File: config.mk
export PLATFORM = sky130hd
export DESIGN_NAME = rv_imem_loader_flat
export DESIGN_NICKNAME = d
export VERILOG_FILES = /design/src/rtl/rv_loader_pkg.sv /design/src/rtl/rv_imem_loader_if.sv /design/src/rtl/rv_byte_packer.sv /design/src/rtl/rv_imem_loader.sv /design/src/flat_wrapper.sv
export SDC_FILE = /design/constraint.sdc
export NUM_CORES = 1
export LEC_CHECK = 0
export ABC_AREA = 1
export CORE_UTILIZATION = 45
export DETAILED_ROUTE_END_ITERATION = 16
export GPL_TIMING_DRIVEN = 0
export MAX_ROUTING_LAYER = met4
export PLACE_DENSITY = 0.73
export RECOVER_POWER = 50
export SLEW_MARGIN = 10
export SYNTH_ARGS = -nofsm -noshare
export SYNTH_HDL_FRONTEND = slang
export SYNTH_SLANG_ARGS = --single-unit
File: constraint.sdc
create_clock -name clk -period 2.7 [get_ports clk]
set_clock_uncertainty 0.2 [all_clocks]
set_input_delay 0.27 -clock clk [delete_from_list [all_inputs] [get_ports clk]]
set_output_delay 0.27 -clock clk [all_outputs]
set_load 0.05 [all_outputs]
File: src/rtl/rv_loader_pkg.sv
// Shared state encoding and stream-format constants for the IMEM loader.
package rv_loader_pkg;

  typedef enum logic [2:0] {
    S_CNT_LO = 3'd0,
    S_CNT_HI = 3'd1,
    S_DATA   = 3'd2,
    S_RUN    = 3'd3,
    S_DONE   = 3'd4,
    S_ERR    = 3'd5
  } loader_state_e;

  localparam int unsigned CNT_BYTES  = 2;
  localparam int unsigned WORD_BYTES = 4;
  localparam logic [1:0]  LAST_LANE  = 2'(WORD_BYTES - 1);

  // The core is held out of reset only while it owns the program.
  function automatic logic is_released(loader_state_e s);
    return (s == S_RUN) || (s == S_DONE);
  endfunction

endpackage

File: src/rtl/rv_imem_loader_if.sv
// Byte-stream handshake plus IMEM write port of the loader.
interface rv_imem_loader_if #(
  parameter int ADDR_W = 6
) ();
  logic              rx_valid;
  logic [7:0]        rx_data;
  logic              rx_ready;
  logic              imem_we;
  logic [ADDR_W-1:0] imem_waddr;
  logic [31:0]       imem_wdata;

  modport master (
    input  rx_valid, rx_data,
    output rx_ready, imem_we, imem_waddr, imem_wdata
  );

  modport slave (
    output rx_valid, rx_data,
    input  rx_ready, imem_we, imem_waddr, imem_wdata
  );
endinterface

File: src/rtl/rv_byte_packer.sv
// Packs a little-endian byte stream into 32-bit words; word_valid_o fires with the lane-3 byte.
module rv_byte_packer
  import rv_loader_pkg::*;
(
  input  logic        clk,
  input  logic        rst,
  input  logic        clr_i,
  input  logic        byte_valid_i,
  input  logic [7:0]  byte_i,
  output logic        word_valid_o,
  output logic [31:0] word_o
);

  logic [1:0]  lane_q, lane_d;
  logic [23:0] acc_q, acc_d;

  always_comb begin
    lane_d = lane_q;
    acc_d  = acc_q;
    if (clr_i) begin
      lane_d = '0;
      acc_d  = '0;
    end else if (byte_valid_i) begin
      lane_d = lane_q + 2'd1;
      case (lane_q)
        2'd0:    acc_d[7:0]   = byte_i;
        2'd1:    acc_d[15:8]  = byte_i;
        2'd2:    acc_d[23:16] = byte_i;
        default: acc_d        = '0;
      endcase
    end
  end

  always_ff @(posedge clk) begin
    if (rst) begin
      lane_q <= '0;
      acc_q  <= '0;
    end else begin
      lane_q <= lane_d;
      acc_q  <= acc_d;
    end
  end

  // The top byte is merged combinationally so the word is ready on its last transfer.
  assign word_valid_o = byte_valid_i && (lane_q == LAST_LANE);
  assign word_o       = {byte_i, acc_q};

endmodule

File: src/rtl/rv_imem_loader.sv
// IMEM loader: parses a length-prefixed byte stream into IMEM writes, then releases the core.
//   state  | meaning
//   CNT_LO | waiting for word-count low byte
//   CNT_HI | waiting for word-count high byte
//   DATA   | packing and writing program words
//   RUN    | core released, waiting for done_flag
//   DONE   | program complete; next byte starts a new header
//   ERR    | count exceeded DEPTH; only rst leaves
module rv_imem_loader
  import rv_loader_pkg::*;
#(
  parameter int DEPTH  = 64,
  parameter int ADDR_W = 6
) (
  input  logic             clk,
  input  logic             rst,
  rv_imem_loader_if.master bus,
  output logic             core_rst,
  input  logic             done_flag,
  output logic             busy,
  output logic             done,
  output logic             err
);

  localparam logic [15:0] DEPTH_N = 16'(DEPTH);

  loader_state_e     state_q, state_d;
  logic [7:0]        cnt_lo_q, cnt_lo_d;
  logic [15:0]       count_q, count_d;
  logic [ADDR_W-1:0] widx_q, widx_d;
  logic [ADDR_W-1:0] waddr_q, waddr_d;
  logic [31:0]       wdata_q, wdata_d;
  logic              we_q, we_d;
  logic              core_rst_q, core_rst_d;
  logic              rx_ready, xfer, word_valid;
  logic [15:0]       hdr_n;
  logic [31:0]       word;

  assign rx_ready = (state_q == S_CNT_LO) || (state_q == S_CNT_HI) ||
                    (state_q == S_DATA)   || (state_q == S_DONE);
  assign xfer     = bus.rx_valid && rx_ready;
  assign hdr_n    = {bus.rx_data, cnt_lo_q};

  rv_byte_packer u_packer (
    .clk          (clk),
    .rst          (rst),
    .clr_i        (state_q != S_DATA),
    .byte_valid_i (xfer && (state_q == S_DATA)),
    .byte_i       (bus.rx_data),
    .word_valid_o (word_valid),
    .word_o       (word)
  );

  always_comb begin
    state_d  = state_q;
    cnt_lo_d = cnt_lo_q;
    count_d  = count_q;
    widx_d   = widx_q;
    waddr_d  = waddr_q;
    wdata_d  = wdata_q;
    we_d     = 1'b0;
    case (state_q)
      S_CNT_LO, S_DONE: begin
        if (xfer) begin
          cnt_lo_d = bus.rx_data;
          state_d  = S_CNT_HI;
        end
      end
      S_CNT_HI: begin
        if (xfer) begin
          count_d = hdr_n;
          widx_d  = '0;
          if (hdr_n == 16'd0)        state_d = S_RUN;
          else if (hdr_n > DEPTH_N)  state_d = S_ERR;
          else                       state_d = S_DATA;
        end
      end
      S_DATA: begin
        if (word_valid) begin
          we_d    = 1'b1;
          waddr_d = widx_q;
          wdata_d = word;
          // Index saturates at N-1: the last word hands over to RUN instead of wrapping.
          if (16'(widx_q) == count_q - 16'd1) state_d = S_RUN;
          else                                widx_d  = widx_q + 1'b1;
        end
      end
      S_RUN: begin
        if (done_flag) state_d = S_DONE;
      end
      S_ERR:   state_d = S_ERR;
      default: state_d = S_CNT_LO;
    endcase
    // Release lags entry into RUN by one edge but drops on the same edge we leave DONE.
    core_rst_d = is_released(state_q) && is_released(state_d);
  end

  always_ff @(posedge clk) begin
    if (rst) begin
      state_q    <= S_CNT_LO;
      cnt_lo_q   <= '0;
      count_q    <= '0;
      widx_q     <= '0;
      waddr_q    <= '0;
      wdata_q    <= '0;
      we_q       <= 1'b0;
      core_rst_q <= 1'b0;
    end else begin
      state_q    <= state_d;
      cnt_lo_q   <= cnt_lo_d;
      count_q    <= count_d;
      widx_q     <= widx_d;
      waddr_q    <= waddr_d;
      wdata_q    <= wdata_d;
      we_q       <= we_d;
      core_rst_q <= core_rst_d;
    end
  end

  assign bus.rx_ready   = rx_ready;
  assign bus.imem_we    = we_q;
  assign bus.imem_waddr = waddr_q;
  assign bus.imem_wdata = wdata_q;
  assign core_rst       = core_rst_q;
  assign busy           = (state_q == S_CNT_HI) || (state_q == S_DATA);
  assign done           = (state_q == S_DONE);
  assign err            = (state_q == S_ERR);

endmodule

File: src/flat_wrapper.sv
// flat-port wrapper written by rule: the top's interface ports become plain ports
module rv_imem_loader_flat import rv_loader_pkg::*;
#(
  parameter int DEPTH  = 64,
  parameter int ADDR_W = 6
)
  (clk, rst, core_rst, done_flag, busy, done, err, bus_rx_valid, bus_rx_data, bus_rx_ready, bus_imem_we, bus_imem_waddr, bus_imem_wdata);
  rv_imem_loader_if #(.ADDR_W(ADDR_W)) bus_i ();
  input  logic clk;
  input  logic rst;
  output logic core_rst;
  input  logic done_flag;
  output logic busy;
  output logic done;
  output logic err;
  input wire logic [$bits(bus_i.rx_valid)-1:0] bus_rx_valid;
  input wire logic [$bits(bus_i.rx_data)-1:0] bus_rx_data;
  output wire logic [$bits(bus_i.rx_ready)-1:0] bus_rx_ready;
  output wire logic [$bits(bus_i.imem_we)-1:0] bus_imem_we;
  output wire logic [$bits(bus_i.imem_waddr)-1:0] bus_imem_waddr;
  output wire logic [$bits(bus_i.imem_wdata)-1:0] bus_imem_wdata;
  assign bus_i.rx_valid = bus_rx_valid;
  assign bus_i.rx_data = bus_rx_data;
  assign bus_rx_ready = bus_i.rx_ready;
  assign bus_imem_we = bus_i.imem_we;
  assign bus_imem_waddr = bus_i.imem_waddr;
  assign bus_imem_wdata = bus_i.imem_wdata;
  rv_imem_loader #(.DEPTH(DEPTH), .ADDR_W(ADDR_W)) u_core (.clk(clk), .rst(rst), .bus(bus_i), .core_rst(core_rst), .done_flag(done_flag), .busy(busy), .done(done), .err(err));
endmodule
# After elaboration in Yosys (flattened, before gate mapping)
# Index checks and enable logic that the tools add are counted.
# word_totals
reg_bits,99
inputBits,12
wordCells,78
# op_classes
add_sub_neg,3
magnitude_cmp,1
n_eq_ne,15
mux,16
bitwise,4
reduce_logical,27
# op_table
cell,count
$pmux W8 S2,3
$mux W3,7
$mux W6,3
$eq A6 B16 Y1,1
$gt A16 B7 Y1 const B,1
$logic_not A16 Y1,1
$sub A16 B1 Y16 const B,1
$pmux W3 S5,1
$pmux W6 S2,1
$reduce_and A2 Y1,6
$reduce_or A2 Y1,6
$eq A3 B2 Y1 const B,3
$eq A3 B3 Y1 const B,3
$add A6 B1 Y6 const B,1
$logic_or A1 B1 Y1,6
$eq A2 B2 Y1 const B,2
$logic_and A1 B1 Y1,4
$ne A2 B2 Y1 const B,2
$not A1 Y1,4
$reduce_and A4 Y1,1
$eq A3 B1 Y1 const B,1
$logic_not A3 Y1,1
$ne A3 B2 Y1 const B,1
$add A2 B1 Y2 const B,1
other kinds (5),5

# Longest topological paths before layout
# depth
word_depth,12
mapped_depth,14
depth_no_buf,14

# Cells and area by module
# Synthesis repeated with hierarchy kept, for this count alone.
# unflattened
cells_unflattened,683
area_unflattened_um2,4697.0
# by_module_without_submodules
module,instances,cells_per_inst,area_each_um2
rv_imem_loader,1,490,3325.7
rv_byte_packer,1,193,1371.3

# Worst setup path before layout
# No wires, ideal clock.
# synth_path
kind,reg-to-reg
from,register u_core.count_q[0]
to,register u_core.widx_q[5]
setup_time_ps,67
t_arrival_ps,1675
required_ps,2433
path_slack_ps,757
path_stages_with_launch,14
n_path_buf,0
period_less_slack_ps,1943
path_cell_list,dfxtp_1 > inv_2 > ha_1 > xnor2_1 > inv_1 > nand2_1 > nand3_1 > inv_1 > nand3_1 > nor2_4 > nand2_4 > nand2_4 > nand2_1 > a21oi_2
# synth_via
elab_chain_cells,4
# synth_lines
item,line,source
start: declaration,rv_imem_loader.sv:29,"logic [15:0] count_q, count_d;"
start signal: assignment,rv_imem_loader.sv:111,count_q <= count_d;
$sub A16 B1 Y16,rv_imem_loader.sv:84,if (16'(widx_q) == count_q - 16'd1) state_d = S_RUN;
$eq A6 B16 Y1,rv_imem_loader.sv:84,
$ne A2 B2 Y1 (no source line),-,
$reduce_and A4 Y1 (no source line),-,
end signal: assignment,rv_imem_loader.sv:112,widx_q <= widx_d;
end: declaration,rv_imem_loader.sv:30,"logic [ADDR_W-1:0] widx_q, widx_d;"
# Every way passes these cells.
# A chain may end at the register's enable or synchronous reset.

# Worst setup path in the final report
# layout_path
from,register u_core.state_q[1]
to,output port done
# layout_via
elab_chain_cells,1
# layout_lines
item,line,source
start: declaration,rv_imem_loader.sv:27,"loader_state_e state_q, state_d;"
start signal: assignment,rv_imem_loader.sv:109,state_q <= state_d;
$eq A3 B3 Y1,rv_imem_loader.sv:126,assign done = (state_q == S_DONE);
end: declaration,flat_wrapper.sv:14,output logic done;
# Every way passes these cells.

==> results.yml <==
grt:
  grtUsageMet3_pct: 3.88
  grt_pass1_wl_um: 18300
  grt_max_degree: 19
  track_usage_pct: 23.8
  use_met1_pct: 32.3
  grt_pass1_vias: 3813
  antenna_found_initial: 0
  grt_busiest_layer: "met2"
  grtUsageMet2_pct: 35.6
  grt.overflow.total: 0
yosys:
  ys_seq_elements: 99
  postSynthCellCount: 611
  yosysSeqAreaShare_pct: 45.1
  ys_warn_count: 0
  yosys.area.top_type_share_pct: 45.1
  syn_nets: 629
  syn_area_um2: 4400
  yosys.area.top_type: "dfxtp_1"
  syn_avg_cell_area_um2: 7.20
  synthTopCellsByArea: "dfxtp_1 (45%), nand2_1 (13%), a21oi_1 (9.3%)"
  yosysUniqueCellTypes: 31
sta:
  fmax_mhz: 404
  finalHoldViolCount: 0
  finalSetupTns_ps: 0
  finalCritPeriodShare_pct: 91.6
  finalSetupViolCount: 0
  worst_pin_slew_ps: 653
  finalWorstPathRequiredPeriod_ps: 2470
  drv_slew: 0
  maxSlewHeadroom_pct: 56.1
  grt_setup_unrepaired: "no"
clocking:
  cts_hold_buf: 0
  cts_setup_buffers: 0
  cts_tree: "built"
  cts.reportedPaths.clkPinSlew_ps: 100
  clock_latency_ps: 380
  cts_max_level: 3
  clockBufferDepth: 2
  numClockSinks: 99
  root_buffer: "clkbuf_8"
  cts_buffers: 9
  cts.repair.resized: 0
floorplanning:
  coreArea_um2: 9370
  io_pins: 56
  initial_core_util_pct: 46.9
  die_area_um2: 10200
  die_w_um: 101
  rows: 35
  die_y_um: 101
layout:
  syn_to_final_growth_pct: 20.0
  layout_common_cells: "nand2_1 (154), dfxtp_1 (99), a21oi_1 (82)"
  drive_gt1_share_pct: 6.90
  seqCellArea_um2: 1980
  final_common_cell: "nand2_1"
  nets: 694
  multi_input_area_um2: 2130
  fillers: 910
  n_antenna_cell: 0
  final_cells: 810
pwr:
  p_per_area_nw_per_um2: 565
  power_frac_comb_pct: 17.4
  p_int_mw: 2.03
  clkPwrFrac_pct: 30.8
  sequentialPowerShare_pct: 51.8
  p_switching_uw: 950
  vdd_drop_max_v: 0.000288
  leakagePower_nw: 2.10
  p_sw_share_pct: 31.9
critical_path:
  critPathKind: "flop to primary output"
  slowest_delay_ps: 840
  cp_top_family: "buffers and inverters"
  cpMostUsedCell: "nor2_1"
  cp.buffers_inverters: 2
  crit_arrival_ps: 2000
  cp_max_fo: 4
  cp-start-kind: "flop"
  endpoint_kind: "primary output"
  worst_path_max_delay_cell: "clkdlybuf4s50_1"
  worstPathRequired_ps: 2230
  crit_chain: "nor2_1 > inv_1 > nor2_1 > clkdlybuf4s50_1"
placed_design:
  gp_congestion: 0.897
  numPortBuffers: 54
  post-dp-hpwl_um: 8130
  dp.cells: 794
min_path:
  hold_class: "primary input to flop"
routing:
  first_iter_violations: 346
  firstDrtPassIters: 5
  drtAntennaViolNets: 0
  vias_per_cell: 5.18
  routed_wl_um: 11000
  wire_per_inst_um: 13.6
  drcViolationCount: 0
  vias: 4196
outcome:
  status: "finished clean"
run:
  drv_cap: 0
## worst register-to-register path: cells and delay by family, from the launching register on
kind	cells	cell delay, ps
buf+inv	4	690
flops	1	410
simple gates	4	920
compound gates	1	60
## area by class of cell
class	instances	area share, %
multi-input cells	443	40.4
inverters	41	2.92
plain buffers	28	2.23
flip-flops and latches	99	37.6
repair buffers	54	10.2
well taps	129	3.06
clock inverters	6	1.16
clock buffers	10	2.42
## cell families (layout without fill, tap and decap cells)
family / count (synthesis) / after routing / synth area share, %
simple gates: 297 / 297 / 29.8
compound gates: 128 / 128 / 14.9
xor+xnor: 12 / 12 / 2.39
fa+ha+maj: 6 / 6 / 1.71
flops: 99 / 99 / 45.1
buf+inv: 69 / 139 / 6.18
## metal layers
| layer | vias to the layer above | share of wire (%) |
|---|---|---|
| met5 | - | 0 |
| met4 | 0 | 1.6 |
| met3 | 15 | 4.6 |
| met2 | 116 | 45 |
| met1 | 1938 | 48 |
| li1 | 2127 | - |
## through the flow
| stage | hold slack [ps] | utilization, % | total power [mW] | setup WS, ps | instance area (um^2) |
|---|---|---|---|---|---|
| floorplan | 205 | - | 1.96 | 757 | 4400 |
| global placement | 251 | 54.4 | 2.08 | 313 | 5100 |
| detailed placement | 255 | 54.4 | 2.10 | 265 | 5100 |
| CTS | 167 | 56.4 | 2.99 | 197 | 5290 |
| global route | 194 | 56.3 | 3.13 | 87.0 | 5280 |
| finish | 177 | 56.3 | 2.98 | 226 | 5280 |
## state kept, by name, indices dropped and copies added (netlist names)
name	flops
u_core.bus.imem_wdata	32
u_core.u_packer.acc_q	24
u_core.count_q	16
u_core.cnt_lo_q	8
u_core.bus.imem_waddr	6
u_core.widx_q	6
u_core.state_q	3
u_core.u_packer.lane_q	2
u_core.bus.imem_we	1
u_core.core_rst	1
## power by group through the flow
stage               clock network [mW]  logic, mW  registers, mW
finish                           0.918      0.519           1.54
global route                     0.993      0.586           1.55
CTS                              0.925      0.521           1.55
detailed placement                   0      0.518           1.58
global placement                     0      0.505           1.58
floorplan                            0      0.395           1.57
## Yosys cell counts, drive strengths merged
master	number
nor2	86
nor3	3
xnor2	8
or2	1
inv	39
a221oi	1
o211ai	1
a211oi	1
nand3b	3
clkbuf	13
clkinv	2
nand3	27
o21ai	42
nand4	18
dfxtp	99
xor2	4
nand2	159
a21oi	83
buf	15
ha	6
## worst paths after layout
kind	to	startpoint	slack, ps	depth (start not counted)
min reg2reg	u_core.bus.imem_wdata[0]	u_core.bus.imem_wdata[0]	260	2
min	u_core.bus.imem_wdata[24]	rst	180	2
max reg2reg	u_core.bus.imem_wdata[30]	u_core.state_q[1]	300	9
max	done	u_core.state_q[1]	230	4
Power figures use the tool's default switching activity.
